==> config.mk <==
export PLATFORM = sky130hd
export DESIGN_NAME = rollback_sequencer
export DESIGN_NICKNAME = d
export VERILOG_FILES = /design/src/rtl/rollback_sequencer.sv
export SDC_FILE = /design/constraint.sdc
export NUM_CORES = 1
export LEC_CHECK = 0
export CORE_ASPECT_RATIO = 1.2
export CORE_MARGIN = 4
export CORE_UTILIZATION = 50
export DETAILED_ROUTE_END_ITERATION = 6
export GPL_TIMING_DRIVEN = 0
export PLACE_DENSITY_LB_ADDON = 0.08
export SLEW_MARGIN = 20
export SYNTH_ARGS = -nofsm -noshare
export SYNTH_HDL_FRONTEND = slang
export SYNTH_SLANG_ARGS = --single-unit
==> constraint.sdc <==
create_clock -name clk -period 3.81 [get_ports clk]
set_clock_uncertainty 0.1 [all_clocks]
set_input_delay 1.143 -clock clk [delete_from_list [all_inputs] [get_ports clk]]
set_output_delay 1.143 -clock clk [all_outputs]
set_load 0.05 [all_outputs]
==> src/rtl/rollback_sequencer.sv <==
// rollback_sequencer: per-thread rollback arbitration (BC > L1D > SPM), flush window and serialised trap reports.
// Optional feature macro: ROLLBACK_DROP_COUNT_EN adds saturating per-thread drop counters on port drop_count.
module rollback_sequencer #(
   parameter int THREAD_NUMB    = 4,
   parameter int ADDR_W         = 32,
   parameter int REG_W          = 32,
   parameter int FLUSH_CYCLES   = 4,
   parameter int DROP_CNT_WIDTH = 16,
   localparam int TID_W         = (THREAD_NUMB > 1) ? $clog2(THREAD_NUMB) : 1
) (
   input  logic                               clk,
   input  logic                               reset,
   input  logic                               enable,
   input  logic                               bc_rollback_en,
   input  logic [ADDR_W-1:0]                  bc_rollback_pc,
   input  logic [TID_W-1:0]                   bc_rollback_thread_id,
   input  logic                               l1d_rollback_en,
   input  logic [REG_W-1:0]                   l1d_rollback_pc,
   input  logic [TID_W-1:0]                   l1d_rollback_thread_id,
   input  logic                               spm_rollback_en,
   input  logic [REG_W-1:0]                   spm_rollback_pc,
   input  logic [TID_W-1:0]                   spm_rollback_thread_id,
   output logic [THREAD_NUMB-1:0]             rollback_valid,
   output logic [THREAD_NUMB-1:0][ADDR_W-1:0] rollback_pc_value,
   output logic [THREAD_NUMB-1:0]             thread_flushing,
   output logic [THREAD_NUMB-1:0]             rollback_dropped,
   output logic                               rollback_trap_en,
   output logic [TID_W-1:0]                   rollback_thread_id,
   output logic [REG_W-1:0]                   rollback_trap_reason
`ifdef ROLLBACK_DROP_COUNT_EN
   ,
   output logic [THREAD_NUMB-1:0][DROP_CNT_WIDTH-1:0] drop_count
`endif
);

   localparam int CNT_W = (FLUSH_CYCLES > 1) ? $clog2(FLUSH_CYCLES) : 1;
   localparam logic [REG_W-1:0] LDST_ADDR_MISALIGN = REG_W'(4);
   localparam logic [REG_W-1:0] SPM_ADDR_MISALIGN  = REG_W'(5);

   typedef enum logic {IDLE = 1'b0, FLUSH = 1'b1} state_t;

   state_t                             state_q [THREAD_NUMB];
   state_t                             state_d [THREAD_NUMB];
   logic [CNT_W-1:0]                   cnt_q   [THREAD_NUMB];
   logic [CNT_W-1:0]                   cnt_d   [THREAD_NUMB];
   logic [THREAD_NUMB-1:0][ADDR_W-1:0] pc_q, pc_d;
   logic [THREAD_NUMB-1:0]             valid_q, valid_d;
   logic [THREAD_NUMB-1:0]             drop_q, drop_d;
   logic                               trap_en_q, trap_en_d;
   logic [TID_W-1:0]                   trap_tid_q, trap_tid_d;
   logic [REG_W-1:0]                   trap_reason_q, trap_reason_d;
   logic                               pend_vld_q, pend_vld_d;
   logic [TID_W-1:0]                   pend_tid_q, pend_tid_d;
   logic [REG_W-1:0]                   pend_reason_q, pend_reason_d;

   logic [THREAD_NUMB-1:0]             cand_bc, cand_l1d, cand_spm;
   logic                               l1d_ev, spm_ev;
   logic [TID_W-1:0]                   l1d_ev_tid, spm_ev_tid;

   function automatic logic [ADDR_W-1:0] fit_pc(input logic [REG_W-1:0] v);
      return ADDR_W'(v);
   endfunction

   always_comb begin
      cand_bc  = '0;
      cand_l1d = '0;
      cand_spm = '0;
      for (int t = 0; t < THREAD_NUMB; t++) begin
         cand_bc[t]  = bc_rollback_en  && (bc_rollback_thread_id  == TID_W'(t));
         cand_l1d[t] = l1d_rollback_en && (l1d_rollback_thread_id == TID_W'(t));
         cand_spm[t] = spm_rollback_en && (spm_rollback_thread_id == TID_W'(t));
      end
   end

   always_comb begin
      state_d       = state_q;
      cnt_d         = cnt_q;
      pc_d          = pc_q;
      valid_d       = '0;
      drop_d        = '0;
      l1d_ev        = 1'b0;
      l1d_ev_tid    = '0;
      spm_ev        = 1'b0;
      spm_ev_tid    = '0;
      trap_en_d     = 1'b0;
      trap_tid_d    = '0;
      trap_reason_d = '0;
      pend_vld_d    = pend_vld_q;
      pend_tid_d    = pend_tid_q;
      pend_reason_d = pend_reason_q;

      if (enable) begin
         for (int t = 0; t < THREAD_NUMB; t++) begin
            if (state_q[t] == IDLE) begin
               if (cand_bc[t] || cand_l1d[t] || cand_spm[t]) begin
                  valid_d[t] = 1'b1;
                  state_d[t] = FLUSH;
                  cnt_d[t]   = CNT_W'(FLUSH_CYCLES - 1);
                  drop_d[t]  = (cand_bc[t] && cand_l1d[t]) || (cand_bc[t] && cand_spm[t]) ||
                               (cand_l1d[t] && cand_spm[t]);
                  if (cand_bc[t]) begin
                     pc_d[t] = bc_rollback_pc;
                  end else if (cand_l1d[t]) begin
                     pc_d[t]    = fit_pc(l1d_rollback_pc);
                     l1d_ev     = 1'b1;
                     l1d_ev_tid = TID_W'(t);
                  end else begin
                     pc_d[t]    = fit_pc(spm_rollback_pc);
                     spm_ev     = 1'b1;
                     spm_ev_tid = TID_W'(t);
                  end
               end
            end else begin
               // Requests from instructions already being flushed are stale.
               drop_d[t] = cand_bc[t] || cand_l1d[t] || cand_spm[t];
               if (cnt_q[t] == '0) begin
                  state_d[t] = IDLE;
               end else begin
                  cnt_d[t] = cnt_q[t] - CNT_W'(1);
               end
            end
         end

         // Pending entry reports first; at most one new event can be parked behind it.
         if (pend_vld_q) begin
            trap_en_d     = 1'b1;
            trap_tid_d    = pend_tid_q;
            trap_reason_d = pend_reason_q;
            pend_vld_d    = l1d_ev || spm_ev;
            if (l1d_ev) begin
               pend_tid_d    = l1d_ev_tid;
               pend_reason_d = LDST_ADDR_MISALIGN;
               if (spm_ev) begin
                  drop_d[spm_ev_tid] = 1'b1;
               end
            end else if (spm_ev) begin
               pend_tid_d    = spm_ev_tid;
               pend_reason_d = SPM_ADDR_MISALIGN;
            end
         end else if (l1d_ev) begin
            trap_en_d     = 1'b1;
            trap_tid_d    = l1d_ev_tid;
            trap_reason_d = LDST_ADDR_MISALIGN;
            pend_vld_d    = spm_ev;
            pend_tid_d    = spm_ev_tid;
            pend_reason_d = SPM_ADDR_MISALIGN;
         end else if (spm_ev) begin
            trap_en_d     = 1'b1;
            trap_tid_d    = spm_ev_tid;
            trap_reason_d = SPM_ADDR_MISALIGN;
         end
      end
   end

   always_ff @(posedge clk) begin
      if (reset) begin
         for (int t = 0; t < THREAD_NUMB; t++) begin
            state_q[t] <= IDLE;
            cnt_q[t]   <= '0;
         end
         pc_q          <= '0;
         valid_q       <= '0;
         drop_q        <= '0;
         trap_en_q     <= 1'b0;
         trap_tid_q    <= '0;
         trap_reason_q <= '0;
         pend_vld_q    <= 1'b0;
         pend_tid_q    <= '0;
         pend_reason_q <= '0;
      end else begin
         state_q       <= state_d;
         cnt_q         <= cnt_d;
         pc_q          <= pc_d;
         valid_q       <= valid_d;
         drop_q        <= drop_d;
         trap_en_q     <= trap_en_d;
         trap_tid_q    <= trap_tid_d;
         trap_reason_q <= trap_reason_d;
         pend_vld_q    <= pend_vld_d;
         pend_tid_q    <= pend_tid_d;
         pend_reason_q <= pend_reason_d;
      end
   end

   always_comb begin
      thread_flushing = '0;
      for (int t = 0; t < THREAD_NUMB; t++) begin
         thread_flushing[t] = (state_q[t] == FLUSH);
      end
   end

   assign rollback_valid       = valid_q;
   assign rollback_pc_value    = pc_q;
   assign rollback_dropped     = drop_q;
   assign rollback_trap_en     = trap_en_q;
   assign rollback_thread_id   = trap_tid_q;
   assign rollback_trap_reason = trap_reason_q;

`ifdef ROLLBACK_DROP_COUNT_EN
   logic [THREAD_NUMB-1:0][DROP_CNT_WIDTH-1:0] drop_cnt_q;

   // Counted on the same edge that raises rollback_dropped, so stalls never lose a drop.
   always_ff @(posedge clk) begin
      if (reset) begin
         drop_cnt_q <= '0;
      end else begin
         for (int t = 0; t < THREAD_NUMB; t++) begin
            if (drop_d[t] && (drop_cnt_q[t] != '1)) begin
               drop_cnt_q[t] <= drop_cnt_q[t] + DROP_CNT_WIDTH'(1);
            end
         end
      end
   end

   assign drop_count = drop_cnt_q;
`else
   // Drop counters are not built in this configuration.
`endif

endmodule

* After elaboration in Yosys (flattened, before gate mapping)
Cells that the tools add are included.
Widths: inputs -> output; s select.
** Storage, ports and cells
- Flip-flop bits (word level) :: 218
- Bits of input ports :: 108
- Output and inout port bits :: 175
** Cells by class
- Add/subtract/negate cells :: 4
- Magnitude comparators :: 2
- Equal/unequal tests :: 13
- Multiplexer cells :: 128
- Bitwise logic cells :: 6
- Reductions and logical operators :: 69
** Operators with widths (count)
- $mux 32 :: 13
- $mux 2 :: 41
- $mux 1 :: 68
- $reduce_and 3->1 :: 9
- $logic_and 1x1->1 :: 25
- $logic_or 1x1->1 :: 17
- $logic_not 2->1 :: 7
- $eq 2x2->1 const B :: 6
- $mux 4 :: 3
- $reduce_bool 2->1 :: 6
- $reduce_or 3->1 :: 4
- $ne 2x2->1 const B :: 4
- $sub 2x1->2 const B :: 4
- $eq 2x1->1 const B :: 3
- $mux 3 :: 2
- $not 1->1 :: 5
- $or 4x4->4 :: 1
- $lt 2x3->1 const B :: 1
- $demux 1 s2 :: 1
- $ge 2x1->1 const B :: 1
- $reduce_or 2->1 :: 1

* Depth between registers and ports, before layout
Gate-level depths: netlist of run 1.
- Depth in word-level cells :: 23
- Mapped depth :: 8

* Worst setup path after synthesis of run 1
Ideal clock, no wire load.
- Kind :: input port to flip-flop
- Start point :: input l1d_rollback_en
- End point :: register pend_tid_q[1]
- Arrival time :: 2.618 ns
- Data required time :: 3.589 ns
- Slack :: 0.971 ns
- Cell stages on the path :: 7
- Buffers on the path :: 1
- Cells stage by stage :: and3_1 -> buf_4 -> or3_4 -> o31a_1 -> o311ai_4 -> a31o_4 -> mux2_4
** Between the ends
- Longest elaborated chain between the ends :: 20
- Elaborated cells on any way between the ends :: 74
- Classes of those cells :: 59 x mux; 15 x reduce/logical
** Ends and longest elaborated chain
- start: declaration :: RTL line 17 : input logic l1d_rollback_en,
- $logic_and 1x1->1 :: RTL line 70 : cand_l1d[t] = l1d_rollback_en && (l1d_rollback_thread_id == TID_W'(t));
- $mux 1 or $logic_or 1x1->1 (tied branches) :: RTL line 103, 95
- $mux 1 or $logic_or 1x1->1 (tied branches) :: RTL line 101, 95
- $mux 1 :: RTL line 95 : if (cand_bc[t] || cand_l1d[t] || cand_spm[t]) begin
- $mux 1 :: RTL line 94 : if (state_q[t] == IDLE) begin
- $mux 1 :: RTL line 103 : end else if (cand_l1d[t]) begin
- $mux 1 :: RTL line 101 : if (cand_bc[t]) begin
- $mux 1 :: RTL line 95
- (+4 left out)
- $mux 1 :: RTL line 94
- $mux 1 :: RTL line 103
- $mux 1 :: RTL line 101
- $mux 1 :: RTL line 95
- $mux 1 :: RTL line 94
- $mux 1 :: RTL line 92 : if (enable) begin
- $reduce_bool 2->1 (no source line) or $mux 2 (tied branches)
- $reduce_and 3->1 (no source line) or $mux 2 (tied branches)
- end signal: assignment :: RTL line 180 : pend_tid_q <= pend_tid_d;
- end: declaration :: RTL line 53 : logic [TID_W-1:0] pend_tid_q, pend_tid_d;
Parallel ways exist; a longest one is shown, timed or not. The select of a mux whose other input is x is not followed.
A chain may end at the register's enable or synchronous reset.

* Worst setup path after layout of run 1
- Start point :: input l1d_rollback_thread_id[1]
- End point :: register pc_q, in the netlist rollback_pc_value[120]
** Between the ends
- Longest elaborated chain between the ends :: 5
- Elaborated cells on any way between the ends :: 7
- Classes of those cells :: 1 x eq/ne; 2 x mux; 4 x reduce/logical
** Ends and longest elaborated chain
- start: declaration :: RTL line 19 : input logic [TID_W-1:0] l1d_rollback_thread_id,
- $eq 2x2->1 * :: RTL line 70
- $logic_and 1x1->1 * :: RTL line 70
- $logic_or 1x1->1 (2 in series) :: RTL line 95
- $reduce_and 3->1 (no source line)
- end signal: assignment :: RTL line 173 : pc_q <= pc_d;
- end: declaration :: RTL line 46 : logic [THREAD_NUMB-1:0][ADDR_W-1:0] pc_q, pc_d;
Mark *: on every way between the ends. The rest lies on a longest branch, timed or not.

==> results by group, run 1 <==
Detailed routing
  – Via-to-Cell Ratio: a little under 6
  – DRC violations left: 0
  – Routed vias: roughly 9,400
  – Routed WL: 32.32 mm
  – Per-cell routed wire length: around 20 um
  – DR pass1 iterations: 5
  – Antenna Nets Post-Route: 0
  – DR iter-0 viols: 1,069

Floorplanning
  – Io pins: ~280
  – Die X-Extent: 127.9 um
  – Rows: between 50 and 60
  – Initial core utilization: 0.5097
  – Core area: around 17,000 um2
  – Die Ht: ~150 um
  – Die ar.: 19,420 um2

Clock tree
  – Worst-Skew Late Latency: around 430 ps
  – CTS H-tree lvls: 4
  – Hold_buf cts: 0
  – Clk sinks: roughly 160
  – Post-CTS setup buffer count: 0
  – CTS clk-pin slew, worst paths: about 60 ps
  – Num CTS Buffers: 17
  – Clk buf depth: 2
  – CTS tree: done
  – CTS root buf: clkbuf_16
  – PostCTS Resize Cnt: 0

Pwr
  – Pwr per Cell Area: 405.9 nW/um2
  – Leak Pwr: around 5.0 nW
  – Design Power: between 4 and 5 mW
  – Worst vdd ir: approximately 0.33 mV

Place
  – I/O Buffers: 251
  – Cells after DPL: between 1,500 and 2,000
  – Pre-CTS setup slack: -165.7 ps
  – DP HPWL: around 23 mm
  – Placer Congestion: between 0.8 and 0.9

Final layout
  – Post-layout net count: approximately 1,500
  – Share of post-route cells with drive strength above 1: 0.06704
  – Finished Layout Cells: 1,635
  – Fin util: 0.7186
  – Area grow syn2layout: 40.98%

Hold path
  – Type of the tightest min-delay check: reg2reg
  – Worst hold stages: 2
  – Hold Path Sink: rollback_pc_value[36]
  – Start point of the worst hold path: rollback_pc_value[36]

GRT
  – Largest net degree at the start of global routing: 17
  – Number of global-route vias before repair: 9,162
  – Initial antenna violation count: 2
  – GRT Total Usage: 0.3236
  – First-pass GRT wire length: between 50 and 60 mm
  – Total gr overflow: 0

Logic synthesis
  – FF+latch count, synth: between 150 and 200
  – Combinational family with the most area after synthesis: simple AND/OR/NAND/NOR gates
  – Top_reg_cell synth: dfxtp_1
  – Simple-gate share of the synthesized area: 0.2037
  – Most frequent cell after synthesis: nand2_1
  – Post-synthesis cell type count: 50
  – Post-synthesis sequential area ratio: 0.3669
  – Post-synthesis adder-cell area fraction: 0.005805
  – Post-Synth XOR/XNOR Area: 0
  – Yosys warning count: 0
  – EDFF count, synth: 0
  – Post-synthesis mux area share: 0.1527
  – Synth top cells by count: nand2_1, dfxtp_1, mux2i_1
  – Cell Area, Synth: between 8000 and 9000 um2
  – Synth Instances: about 1,100
  – Synth top area cells: dfxtp_1, mux2i_1, nand2_1, o211ai_1, a21oi_1
  – Area share of the largest cell type after synthesis: 0.3669
  – Synth Area in Compound Gates: 0.1955
  – FFs w/ async S/R, synth: 0
  – Post-synth top area cell: dfxtp_1
  – Post-Syn Area per Cell: between 7 and 8 um2

Timing
  – Post-route clock period utilization: 0.9688
  – Fmax: roughly 270 MHz
  – Post-layout worst setup margin: roughly 120 ps
  – Tmin final: 3691 ps
  – Slew Limit Fails: 0
  – Final Setup Violations: 0
  – Slew Limit Headroom: 0.4832
  – Worst Tran Pin Value: about 780 ps
  – RSZ-0062 raised after global routing: false
  – Hold Vio Cnt, Final: 0

Critical path
  – Critical Path AT: slightly below 4000 ps
  – Nature of the critical path startpoint: input port
  – WP data required: 4070 ps
  – Reg2Reg Depth: 5
  – Reg-to-Reg End: rollback_pc_value[50]
  – CP Capture Type: register
  – Worst R2R Setup Slack: around 1600 ps
  – Worst Path Max Fanout: 10
  – Crit Path Class: in2reg
  – Reg2reg start: thread_flushing[1]

Run
  – Max-cap viol count: 0

Run status
  – Outcome: finished clean
==> critical path, stage by stage <==
cell	delay [ps]
clkdlybuf4s50_1	620
nand3_1	430
nand3_1	250
nor3b_2	580
clkbuf_1	500
o211ai_1	250
a21oi_1	170
==> cell usage in the layout (no fill, tap or decap), drive strengths merged, types with 9 or more instances in the layout <==
| master | count |
|---|---|
| dfxtp | 158 |
| nand3b | 9 |
| clkbuf | 84 |
| buf | 58 |
| nor3 | 15 |
| o21ai | 38 |
| nor2 | 54 |
| mux2i | 130 |
| clkdlybuf4s50 | 251 |
| a21oi | 110 |
| nand2 | 276 |
| nand3 | 40 |
| o211ai | 96 |
| inv | 9 |
| conb | 30 |
==> power breakdown <==
part	total (mW)	internal [mW]	leakage, nW	switching [mW]
Clock	1.88	1.17	0.298	0.707
Combinational	1.26	0.450	3.43	0.808
Sequential	1.80	1.74	1.29	0.0543
==> kinds of logic (layout without fill, tap and decap cells) <==
kind of cell             Yosys count  count (layout)
AND/OR/NAND/NOR                  414             414
adder cells (fa/ha/maj)            4               4
buffers and inverters            132             414
AO/OA/AOI/OAI                    266             266
other                              1              32
multiplexers                     131             131
flip-flops                       158             158
==> per-stage QoR <==
stage / setup TNS, ps / hold WS, ps / cell area (um2)
finish: 0 / 353.1 / 12160
detailed placement: -2395 / 346.7 / 11510
floorplan: 0 / 343.0 / 8731
CTS: 0 / 354.3 / 12150
global route: 0 / 371.1 / 12160
global placement: -1109 / 340.8 / 11510
==> metal layers <==
layer | global-route usage | share of wire | up-vias
li1 | - | - | 4407
met1 | 0.3774 | 0.37 | 4437
met2 | 0.5472 | 0.49 | 496
met3 | 0.08848 | 0.094 | 101
met4 | 0.1496 | 0.043 | 0
met5 | 0 | 0 | -
==> area by class of cell <==
class / count / area, um2
clock buffers: 20 / 446.7
diodes: 2 / 5.005
inverters: 10 / 37.54
plain buffers: 122 / 609.3
fillers: 1464 / 4761
repair buffers: 251 / 2512
flip-flops and latches: 158 / 3163
well taps: 216 / 270.3
multi-input cells: 845 / 4921
clock inverters: 11 / 190.2
==> worst max path at each step <==
stage               slack [ps]                      to                 startpoint  cells past startpoint
CTS                        250  rollback_pc_value[120]  l1d_rollback_thread_id[1]                      7
global route                80  rollback_pc_value[112]  l1d_rollback_thread_id[1]                      7
finish                     120  rollback_pc_value[120]  l1d_rollback_thread_id[1]                      7
global placement          -130  rollback_pc_value[120]  l1d_rollback_thread_id[1]                      7
detailed placement        -170  rollback_pc_value[120]  l1d_rollback_thread_id[1]                      7
floorplan                  970           pend_tid_q[1]            l1d_rollback_en                      7
==> registers in the layout, indices dropped and copies added (netlist names) <==
register / flops
pend_vld_q: 1
cnt_q: 8
thread_flushing: 4
rollback_trap_en: 1
rollback_dropped: 4
rollback_trap_reason: 2
rollback_thread_id: 2
pend_reason_q: 2
pend_tid_q: 2
rollback_pc_value: 128
rollback_valid: 4
Note: power is estimated with default switching activity, not from simulation.
==> run 2: changes to the inputs <==
--- a/config.mk
+++ b/config.mk
@@ -11,6 +11,7 @@
 export DETAILED_ROUTE_END_ITERATION = 6
 export GPL_TIMING_DRIVEN = 0
 export PLACE_DENSITY_LB_ADDON = 0.08
+export RECOVER_POWER = 50
 export SLEW_MARGIN = 20
 export SYNTH_ARGS = -nofsm -noshare
 export SYNTH_HDL_FRONTEND = slang
==> run 2 against run 1 <==
Power decreased by 0.76%. Sequential share of layout area about the same. First-iteration DRC count decreased by 5.2%. Clock power hardly changed. Global-route usage stayed put. Count of clock-buffer cells in the layout unchanged. Largest cell class unchanged. Highest routed layer unchanged.
==> results by group, run 2 (same netlist as run 1, synthesis figures left out) <==
Run status
  – Outcome: finished clean

Detailed routing
  – Met3 wire length: about 3.0 mm
  – Per-cell routed wire length: 19.77 um
  – DR iter-0 viols: 1,013
  – Metal2 WL: approximately 16 mm
  – Top layer in use: met4
  – Antenna Nets Post-Route: 0
  – Met1 WL: 12.01 mm
  – Routed WL: approximately 32 mm
  – DR pass1 iterations: 6
  – Routed vias: 9,443
  – DRC violations left: 0
  – Via-to-Cell Ratio: a little under 6

Critical path
  – WP data required: 4060 ps
  – CP Capture Type: register
  – Critical Path AT: about 4000 ps
  – Reg2reg start: thread_flushing[1]
  – Crit Path Class: in2reg
  – Crit path from: l1d_rollback_thread_id[1]
  – Nature of the critical path startpoint: input port
  – Worst Path Max Fanout: 10

Final layout
  – Share of post-route cells with drive strength above 1: 0.06634
  – Max FFs per register: approximately 130
  – Fillers: between 1,000 and 1,500
  – Area grow syn2layout: 40.97%
  – FF/Latch Area: around 3200 um2
  – Post-layout net count: approximately 1,500
  – Commonest non-fill, non-tap cells in the layout: nand2_1, dfxtp_1, dlygate4sd3_1
  – Leading cell type in the layout, fill and taps excluded: nand2_1
  – Design Area, Final: between 10,000 and 15,000 um2
  – Multi-input gate area: 4921 um2

Pwr
  – Pwr per Cell Area: between 400 and 500 nW/um2
  – Comb pwr share: 0.251
  – Worst vdd ir: 0.3225 mV
  – Net switching power: 1.558 mW
  – Net Sw Frac: 0.3182
  – Leak Pwr: around 5.5 nW
  – Internal power: between 3 and 4 mW
  – Clock network fraction of design power: 0.382
  – Sequential power share: 0.366
  – Design Power: 4.896 mW

Timing
  – Worst Tran Pin Value: between 700 and 800 ps
  – Setup TNS: 0 ps
  – Post-layout worst setup margin: just under 80 ps
  – RSZ-0062 raised after global routing: false
  – Slew Limit Headroom: 0.5055
  – Fmax: 267.9 MHz
  – Hold Vio Cnt, Final: 0
  – Slew Limit Fails: 0
  – Tmin final: between 3000 and 4000 ps
  – Final Setup Violations: 0
  – Hold_ws: ~350 ps
  – Post-route clock period utilization: 0.9798

Place
  – Pre-CTS setup slack: -165.7 ps
  – Placer Congestion: 0.8885
  – Placed Area: roughly 12,000 um2
  – DP HPWL: 23.20 mm
  – I/O Buffers: 251

Clock tree
  – Post-CTS setup buffer count: 0
  – CTS clk-pin slew, worst paths: 60 ps
  – PostCTS Resize Cnt: 0
  – CTS H-tree lvls: 4
  – Clk sinks: 158
  – CTS root buf: clkbuf_16
  – CTS tree: done
  – Worst-Skew Late Latency: about 430 ps
  – Clk buf depth: 2
  – Hold_buf cts: 0
  – Num CTS Buffers: 17

Hold path
  – Type of the tightest min-delay check: reg2reg
  – Start point of the worst hold path: rollback_pc_value[36]

GRT
  – Total gr overflow: 0
  – Number of global-route vias before repair: between 9,000 and 10,000
  – Largest net degree at the start of global routing: 17
  – GRT Total Usage: 0.3236
  – First-pass GRT wire length: 50.11 mm
  – Initial antenna violation count: 2

Floorplanning
  – Io pins: 283
  – Die ar.: 19,420 um2
  – Core area: 16,920 um2
  – Rows: 52
  – Die Ht: ~150 um
  – Die X-Extent: 127.9 um
  – Initial core utilization: 0.5097

Run
  – Max-cap viol count: 0
==> run 2: cell count changes in the layout (fill, tap and decap cells not counted) <==
cell and delta:
clkdlybuf4s50_1 -144, buf_2 -1, clkbuf_1 +1, dlygate4sd3_1 +144
==> run 2: final cells by class <==
type                    count  share of cell area
clock inverters            11             0.01565
plain buffers             122             0.05003
inverters                  10            0.003088
multi-input cells         845              0.4049
diodes                      2           0.0004118
flip-flops and latches    158              0.2602
clock buffers              20             0.03675
repair buffers            251              0.2067
well taps                 216             0.02224
==> run 2: per-layer routing <==
layer | vias up | track usage
li1 | 4421 | -
met3 | 85 | 0.08848
met1 | 4432 | 0.3774
met5 | - | 0
met4 | 0 | 0.1496
met2 | 505 | 0.5472
==> run 2: stage by stage <==
| step | cells | utilization |
|---|---|---|
| 3_3_place_gp | 1602 | 0.6806 |
| 6_report | 1635 | 0.7185 |
| 2_1_floorplan | 1135 | - |
| 5_1_grt | 1635 | 0.7185 |
| 3_5_place_dp | 1602 | 0.6806 |
| 4_1_cts | 1633 | 0.7183 |
==> run 2: power groups by stage <==
stage          logic, mW  clock network (mW)  registers, mW
6_report            1.23                1.87           1.79
5_1_grt             1.30                1.96           1.80
4_1_cts             1.25                1.88           1.79
3_5_place_dp        1.24                   0           1.83
3_3_place_gp        1.23                   0           1.83
2_1_floorplan      0.513                   0           2.09
==> run 2: path summary, 6_finish.rpt <==
path	slack (ps)	end	cells past startpoint
worst min register to register	350	rollback_pc_value[36]	2
worst max-delay path	80	rollback_pc_value[120]	7
worst max register to register	1600	rollback_pc_value[50]	5
worst min-delay path	350	rollback_pc_value[36]	2
==> run 2: critical path, stage by stage <==
cell and delay, ps:
clkdlybuf4s50_1 620, nand3_1 460, nand3_1 250, nor3b_2 560, clkbuf_1 510, o211ai_1 250, a21oi_1 170
